**src/rtl/seg_scan_pkg.sv**
```systemverilog
// Shared types and helpers for the seven-segment scanner.
package seg_scan_pkg;

  // Width of one digit's segment pattern.
  localparam int SEG_W = 7;

  // Number of digit inputs the scanner exposes (d1..d6).
  localparam int SCAN_DIGITS = 6;

  // Logical "no segment lit" pattern, before pin polarity is applied.
  localparam logic [SEG_W-1:0] SEG_OFF = '0;

  // Index of the digit currently being scanned.
  typedef logic [$clog2(SCAN_DIGITS)-1:0] digit_idx_t;

  // SCAN lights a digit; BLANK is the optional dead time between digits.
  typedef enum logic {
    SCAN  = 1'b0,
    BLANK = 1'b1
  } state_t;

  // Map a logical pattern (1 = lit) onto the pin level the board needs.
  function automatic logic [SEG_W-1:0] seg_drive(input logic [SEG_W-1:0] lit,
                                                 input logic active_low);
    return active_low ? ~lit : lit;
  endfunction

endpackage

```
**src/rtl/seven_seg_scanner_divider.sv**
```systemverilog
// refresh_divider: modulo-N counter with enable. tick is high for the single
// enabled cycle in which the count sits at N-1; the count then returns to 0.
module refresh_divider #(
  parameter int N = 4
) (
  input  logic clk,
  input  logic rst_n,
  input  logic en,
  output logic tick
);

  // A modulus of 1 still needs a one-bit counter to keep the widths legal.
  localparam int W = (N > 1) ? $clog2(N) : 1;
  localparam logic [W-1:0] LAST = W'(N - 1);

  logic [W-1:0] count_reg;

  assign tick = en && (count_reg == LAST);

  // Count while enabled, wrapping at the terminal value.
  always_ff @(posedge clk or negedge rst_n) begin
    if (!rst_n) begin
      count_reg <= '0;
    end else if (en) begin
      count_reg <= tick ? '0 : count_reg + W'(1);
    end
  end

endmodule

```
**src/rtl/seven_seg_scanner.sv**
```systemverilog
// seven_seg_scanner: time-multiplexes six 7-segment patterns onto one shared
// segment bus with per-digit anode enables. All six patterns are snapshotted
// once per frame so a digit never changes partway through a frame.
// Optional build macro SEVEN_SEG_SCANNER_GHOST_BLANK_EN inserts BLANK_CYCLES of
// all-anodes-off dead time after every digit to suppress ghosting.
module seven_seg_scanner
  import seg_scan_pkg::*;
#(
  parameter int NUM_DIGITS     = SCAN_DIGITS,
  parameter int REFRESH_DIV    = 50000,
  parameter int BLANK_CYCLES   = 16,
  parameter int SEG_ACTIVE_LOW = 1,
  parameter int AN_ACTIVE_LOW  = 1
) (
  input  logic                  clk,
  input  logic                  rst_n,
  input  logic                  en,
  input  logic [SEG_W-1:0]      d1,
  input  logic [SEG_W-1:0]      d2,
  input  logic [SEG_W-1:0]      d3,
  input  logic [SEG_W-1:0]      d4,
  input  logic [SEG_W-1:0]      d5,
  input  logic [SEG_W-1:0]      d6,
  output logic [SEG_W-1:0]      seg,
  output logic [NUM_DIGITS-1:0] an,
  output logic                  frame_tick
);

  // Reject configurations the counters and ports cannot represent.
  if (REFRESH_DIV < 2 || BLANK_CYCLES < 1 || NUM_DIGITS < 1 || NUM_DIGITS > SCAN_DIGITS)
  begin : g_bad_params
    $error("seven_seg_scanner: unsupported parameter combination");
  end

  localparam logic                  SEG_LOW  = (SEG_ACTIVE_LOW != 0);
  localparam logic                  AN_LOW   = (AN_ACTIVE_LOW != 0);
  localparam logic [SEG_W-1:0]      SEG_PINS_OFF = seg_drive(SEG_OFF, SEG_LOW);
  localparam logic [NUM_DIGITS-1:0] AN_PINS_OFF  = AN_LOW ? '1 : '0;
  localparam digit_idx_t            LAST_IDX = digit_idx_t'(NUM_DIGITS - 1);

  logic [SEG_W-1:0]      din [SCAN_DIGITS];
  logic [SEG_W-1:0]      snap_reg [NUM_DIGITS];
  logic [NUM_DIGITS-1:0] an_sel;
  digit_idx_t            idx_reg;
  logic                  load_pending_reg;
  state_t                state_reg, state_next;
  logic                  scan_go, div_en, div_tick, advance, wrap, load, lit;

  assign din[0] = d1;
  assign din[1] = d2;
  assign din[2] = d3;
  assign din[3] = d4;
  assign din[4] = d5;
  assign din[5] = d6;

  // Nothing scans until the first snapshot has been taken.
  assign scan_go = en && !load_pending_reg;
  assign wrap    = advance && (idx_reg == LAST_IDX);
  assign load    = (en && load_pending_reg) || wrap;
  assign lit     = scan_go && (state_reg == SCAN);

  // One-hot decode of the current digit index.
  for (genvar gi = 0; gi < NUM_DIGITS; gi++) begin : g_an_sel
    assign an_sel[gi] = (idx_reg == digit_idx_t'(gi));
  end

  refresh_divider #(.N(REFRESH_DIV)) u_div (
    .clk   (clk),
    .rst_n (rst_n),
    .en    (div_en),
    .tick  (div_tick)
  );

`ifdef SEVEN_SEG_SCANNER_GHOST_BLANK_EN
  logic blank_en, blank_tick;

  refresh_divider #(.N(BLANK_CYCLES)) u_blank (
    .clk   (clk),
    .rst_n (rst_n),
    .en    (blank_en),
    .tick  (blank_tick)
  );
`endif

  // State register for the SCAN/BLANK sequencing.
  always_ff @(posedge clk or negedge rst_n) begin
    if (!rst_n) begin
      state_reg <= SCAN;
    end else begin
      state_reg <= state_next;
    end
  end

  // Next state, counter enables and the digit-advance strobe.
  always_comb begin
    state_next = state_reg;
    div_en     = 1'b0;
    advance    = 1'b0;
`ifdef SEVEN_SEG_SCANNER_GHOST_BLANK_EN
    blank_en   = 1'b0;
`endif
    case (state_reg)
`ifdef SEVEN_SEG_SCANNER_GHOST_BLANK_EN
      BLANK: begin
        blank_en = en;
        if (blank_tick) begin
          advance    = 1'b1;
          state_next = SCAN;
        end
      end
`endif
      default: begin
        div_en = scan_go;
        if (div_tick) begin
`ifdef SEVEN_SEG_SCANNER_GHOST_BLANK_EN
          state_next = BLANK;
`else
          advance    = 1'b1;
`endif
        end
      end
    endcase
  end

  // Digit index, first-load bookkeeping and the per-frame snapshot.
  always_ff @(posedge clk or negedge rst_n) begin
    if (!rst_n) begin
      load_pending_reg <= 1'b1;
      idx_reg          <= '0;
      for (int i = 0; i < NUM_DIGITS; i++) snap_reg[i] <= '0;
    end else begin
      if (en && load_pending_reg) load_pending_reg <= 1'b0;
      if (advance) idx_reg <= wrap ? '0 : idx_reg + digit_idx_t'(1);
      if (load) begin
        for (int i = 0; i < NUM_DIGITS; i++) snap_reg[i] <= din[i];
      end
    end
  end

  // Registered pin drivers: current digit while scanning, otherwise all off.
  always_ff @(posedge clk or negedge rst_n) begin
    if (!rst_n) begin
      seg        <= SEG_PINS_OFF;
      an         <= AN_PINS_OFF;
      frame_tick <= 1'b0;
    end else begin
      frame_tick <= load;
      if (lit) begin
        seg <= seg_drive(snap_reg[idx_reg], SEG_LOW);
        an  <= AN_LOW ? ~an_sel : an_sel;
      end else begin
        seg <= SEG_PINS_OFF;
        an  <= AN_PINS_OFF;
      end
    end
  end

endmodule

```
**config.mk**
```make
export PLATFORM = sky130hd
export DESIGN_NAME = seven_seg_scanner
export DESIGN_NICKNAME = d
export VERILOG_FILES = /design/src/rtl/seg_scan_pkg.sv /design/src/rtl/seven_seg_scanner_divider.sv /design/src/rtl/seven_seg_scanner.sv
export SDC_FILE = /design/constraint.sdc
export NUM_CORES = 1
export LEC_CHECK = 0
export ABC_AREA = 1
export BUFFER_PORTS_ARGS = -buffer_cell sky130_fd_sc_hd__buf_4
export CAP_MARGIN = 20
export CORE_MARGIN = 8
export CORE_UTILIZATION = 63
export CTS_BUF_LIST = sky130_fd_sc_hd__clkbuf_8
export CTS_CLUSTER_SIZE = 25
export DETAILED_ROUTE_END_ITERATION = 8
export HOLD_SLACK_MARGIN = 0.05
export PLACE_DENSITY = 0.95
export SLEW_MARGIN = 40
export SYNTH_ARGS = -nofsm -noshare
export SYNTH_HDL_FRONTEND = slang
export SYNTH_SLANG_ARGS = --single-unit
```
**constraint.sdc**
```tcl
create_clock -name clk -period 3.02 [get_ports clk]
set_input_delay 0 -clock clk [delete_from_list [all_inputs] [get_ports clk]]
set_output_delay 0 -clock clk [all_outputs]
set_load 0.02 [all_outputs]
```
Word-level counts from Yosys, hierarchy flattened
Index checks and enable logic that the tools add are counted.

Add/sub/neg operators: 2. Order comparisons: 1. Equal/unequal tests: 6. Multiplexer cells: 8. Bitwise logic cells: 3. Reductions and logical operators: 7.

Operator list (count): binary-select mux 7 bit (select 3 bit) (1); two-way mux 7 bit (3); adder 16 x 1 -> 16 bit, second input constant (1); equality test 16 bit, second input constant (1); two-way mux 16 bit (1); NOT 7 bit (1); equality test 3 x 2 -> 1 bit, second input constant (2); equality test 3 bit, second input constant (2); two-way mux 6 bit (1); NOT 6 bit (1); greater-or-equal comparator 4 bit, second input constant (1); logical AND 1 bit (4); NOT 3 -> 4 bit (1); adder 3 x 1 -> 3 bit, second input constant (1); equality test 3 x 1 -> 1 bit, second input constant (1); zero test 3 bit (1); two-way mux 3 bit (1); zero test 1 bit (1); logical OR 1 bit (1); two-way mux 1 bit (1).

Register bits after elaboration: 76. Input port bits: 45. Output and inout bits: 14. Logic and storage cells: 39.

Depth between registers and ports, before layout
Depth in word-level cells: 6. Depth in mapped cells: 10.

Hierarchy
Synthesis repeated with hierarchy kept, for this count alone.

Cells, all modules: 455. Area total of the unflattened synthesis: 3833.7 µm².

By module, submodules not included: seven_seg_scanner (instances 1, cells each 308, area an instance 2826.5 µm²); refresh_divider (instances 1, cells each 147, area an instance 1007.2 µm²).

Least setup slack after synthesis
Ideal clock, no wire load.

Path kind: flip-flop to flip-flop. From: reg idx_reg[1]. To: reg snap_reg[0] in the netlist's numbering. Library setup time: 0.117 ns. Data arrival time: 1.419 ns. Slack: 1.484 ns. Cell stages (with the launch flop): 9. Buffers on the path: 1. Clock period less this slack: 1.536 ns. Cell sequence: dfrtp_1 > inv_1 > ha_1 > nand2_1 > inv_1 > nand3_2 > buf_2 > nand3_1 > nand2_1.

Longest elaborated chain between the ends: 3.

Ends and longest elaborated chain: start: declaration (line seven_seg_scanner.sv:44) `digit_idx_t idx_reg;`; start signal: assignment (line seven_seg_scanner.sv:133) `if (advance) idx_reg <= wrap ? '0 : idx_reg + digit_idx_t'(1);`; equality test 3 bit (line seven_seg_scanner.sv:58) `assign wrap = advance && (idx_reg == LAST_IDX);`; logical AND 1 bit (line seven_seg_scanner.sv:58); logical OR 1 bit (line seven_seg_scanner.sv:59) `assign load = (en && load_pending_reg) || wrap;`; end: declaration (line seven_seg_scanner.sv:42) `logic [SEG_W-1:0] snap_reg [NUM_DIGITS];`.

Every way passes these cells. A chain may end at the register's enable or synchronous reset.

Worst setup path after layout
From: reg idx_reg[0]. To: reg idx_reg[1].

Longest elaborated chain between the ends: 3. Elaborated cells between the ends (all ways): 4. Those cells by class: add/sub: 1; eq/ne: 1; mux: 1; reduce/logical: 1.

Ends and longest elaborated chain (line): branches (longest 2 deep; another with adder 3 x 1 -> 3 bit); two-way mux 3 bit (*) (seven_seg_scanner.sv:133).

Mark *: on every way between the ends.

==> flow_summary.yaml <==
power:
  powerDensity_nw_per_um2: 476.2
  swShare_pct: 25.94
  combPwrFrac_pct: 12.6
  total_power_uw: 2215
  p_seq_share_pct: 53.1
  p_leak_uw: 0.002355
  p_clk_share_pct: 34.3
  switchingPower_uw: 574.6
  internal_power_uw: 1640
  irDropWorstVdd_mv: 0.2821
place:
  hpwl_um: 5839
  place_congestion: 0.8584
  pre_cts_slack_ns: 0.9001
  portBuffers: 58
floorplanning:
  io_pins: 59
  floorplan.initialDensity_pct: 64.92
  core_um2: 5507
  die_w_um: 91.33
  design.die.area_um2: 8340
  die_y_um: 91.33
  rows: 27
routing:
  routedWlPerCell_um: 16.34
  vias: 3510
  drt.antenna.violating_nets: 0
  drc: 0
  via_per_inst: 5.745
  firstDrtPassIters: 5
  drt_iter0_markers: 378
  wl_um: 9985
cells_and_area:
  largest_register_ffs: 42
  diodes: 0
  post-route-util_pct: 84.46
  drive_above_1_share_pct: 18.18
  layout_commonest_cell: "nand2_1"
  layout_common_cells: "nand2_1, dfrtp_1, buf_4"
  design.final.nets: 585
  area_growth_pct: 30.10
critical_path:
  crit_path_start: "idx_reg[0]$_DFFE_PN0N_"
  worstPathCellList: "inv_1 -> ha_1 -> inv_1 -> nor2_1 -> o21ai_0 -> inv_1"
  cpPeakStageDelay_ns: 0.86
  cp-end-kind: "flop"
  crit_end: "idx_reg[1]$_DFFE_PN0N_"
  crit_type: "flop to flop"
  cp_slowest_cell: "dfrtp_1"
  cp.required_ns: 3.23
  crit_fanout: 25
  crit_family: "flip-flops"
  crit_buf_inv: 3
  r2r_start: "idx_reg[0]$_DFFE_PN0N_"
  r2r_cells: 6
  crit_arrival_ns: 2.66
  reg2reg_setup_slack_ns: 0.58
  cp.depth: 6
  crit_path_start_kind: "flop"
  worst_path_most_repeated_cell: "inv_1"
  r2r_end: "idx_reg[1]$_DFFE_PN0N_"
synth:
  synth_edf_count: 0
  synth-seq-cells: 76
  synthCells: 437
  synthDominantCellAreaShare_pct: 43.40
  async_flop_share_pct: 100.0
  syn_area_um2: 3575
  yosys.area.top_type: "dfrtp_1"
  yosysSeqAreaShare_pct: 53.69
  syn_nets: 488
  syn_area_per_cell_um2: 8.180
  ys.flop_type: "dfrtp_1"
  yosysUniqueCellTypes: 26
  ys_warn_count: 0
  netlist_top_cells_area: "dfrtp_1, nand2_1, dfstp_2"
sta:
  finalCritPeriodShare_pct: 80.90
  rsz0062_at_grt: "false"
  final_hold_viol_count: 0
  fin_tns_setup_ns: 0
  fmax_mhz: 409.3
  fin_crit_ns: 2.443
  fin_ws_ns: 0.5768
  slew_headroom_pct: 46.69
  setup_viol: 0
  maxSlewViolCount: 0
  worst_pin_slew_ns: 0.7997
  clock_skew_ns: 0.01254
global_routing:
  grt_max_degree: 77
  gr-usage-all-layers_pct: 24.60
  antenna_found_initial: 0
  grt_pass1_vias: 3522
  overflow: 0
  grt_pass1_wl_um: 16650
min_path:
  hold_path.class: "input port to async pin"
cts:
  numCtsBuffers: 9
  clk_latency_ns: 0.35
  cts_max_level: 3
  ctsHoldBuffers: 44
  ctsResizeCount: 0
  postCtsSetupBuffers: 0
  cts_tree: "yes"
  cts_sinks: 76
  clk_pin_slew_ns: 0.08
  cts_root_buf: "clkbuf_8"
  cts_buffer_depth: 2
run_status:
  status: "completed"
flow_run:
  maxCapViolCount: 0
[per-stage QoR]
| stage | instance area (um^2) | hold slack [ns] | instances |
|---|---|---|---|
| 5_1_grt | 4651 | 0.2988 | 611 |
| 3_5_place_dp | 4016 | 0.05771 | 551 |
| 6_report | 4651 | 0.2178 | 611 |
| 4_1_cts | 4651 | 0.2581 | 611 |
| 2_1_floorplan | 3575 | -0.2956 | 437 |
| 3_3_place_gp | 4013 | 0.1567 | 551 |
[worst min-delay path by stage]
| stage | startpoint | to | slack, ns | cells past startpoint |
|---|---|---|---|---|
| final | rst_n | u_div.count_reg[9]$_DFFE_PN0P_ | 0.22 | 2 |
| after global routing | rst_n | u_div.count_reg[9]$_DFFE_PN0P_ | 0.30 | 2 |
| after CTS | rst_n | u_div.count_reg[8]$_DFFE_PN0P_ | 0.26 | 2 |
| after detailed placement | rst_n | u_div.count_reg[8]$_DFFE_PN0P_ | 0.06 | 1 |
| after global placement | en | load_pending_reg$_DFFE_PN1P_ | 0.16 | 2 |
| after floorplan | rst_n | frame_tick$_DFF_PN0_ | -0.30 | 0 |
[area by class of cell]
type,count,area [um^2]
Multi-Input combinational cell,310,1425
Tap cell,72,90.09
Fill cell,278,855.8
Clock inverter,6,56.30
Clock buffer,10,137.6
Timing Repair Buffer,105,902.1
Sequential cell,76,1919
Inverter,32,120.1
[cell usage after synthesis (2+ instances only)]
cell,count
nand2_1,138
dfrtp_1,62
nand3_1,53
nor2_1,43
inv_1,30
o21ai_0,27
a21oi_1,17
dfstp_2,14
clkbuf_1,8
o22ai_1,7
buf_2,6
ha_1,6
buf_6,4
nand4_1,3
nor2_2,3
nor3_1,3
xor2_1,3
inv_2,2
[cell families (layout without fill, tap and decap cells)]
logic type / after synthesis / after routing / share of synthesized area, %
flip-flops: 76 / 76 / 53.69
XOR/XNOR: 4 / 4 / 0.9802
AND/OR/NAND/NOR: 249 / 249 / 29.40
adder cells (fa/ha/maj): 6 / 6 / 2.100
AO/OA/AOI/OAI: 51 / 51 / 7.385
buffers and inverters: 51 / 153 / 6.440
[worst reg2reg max path: stages, from the launching register on]
cell and delay (ns):
dfrtp_1 0.86, inv_1 0.56, ha_1 0.44, inv_1 0.05, nor2_1 0.04, o21ai_0 0.26
inv_1 0.11
[per-layer routing]
metal | GRT usage, % | part of all wire (%) | wire (um) | up-vias
met2 | 41.11 | 48 | 4835 | 222
met1 | 27.42 | 37 | 3715 | 1635
li1 | - | - | - | 1593
met5 | 0 | 0 | 0 | -
met3 | 6.173 | 8.5 | 848 | 60
met4 | 16.10 | 5.9 | 585 | 0
[power groups by stage]
stage / Combinational [uW] / Sequential (uW) / Clock (uW)
floorplan: 148 / 1160 / 0
global placement: 213 / 1190 / 0
detailed placement: 223 / 1190 / 0
CTS: 270 / 1170 / 759
global route: 312 / 1190 / 811
finish: 279 / 1180 / 759
(Power assumes the default switching activity.)
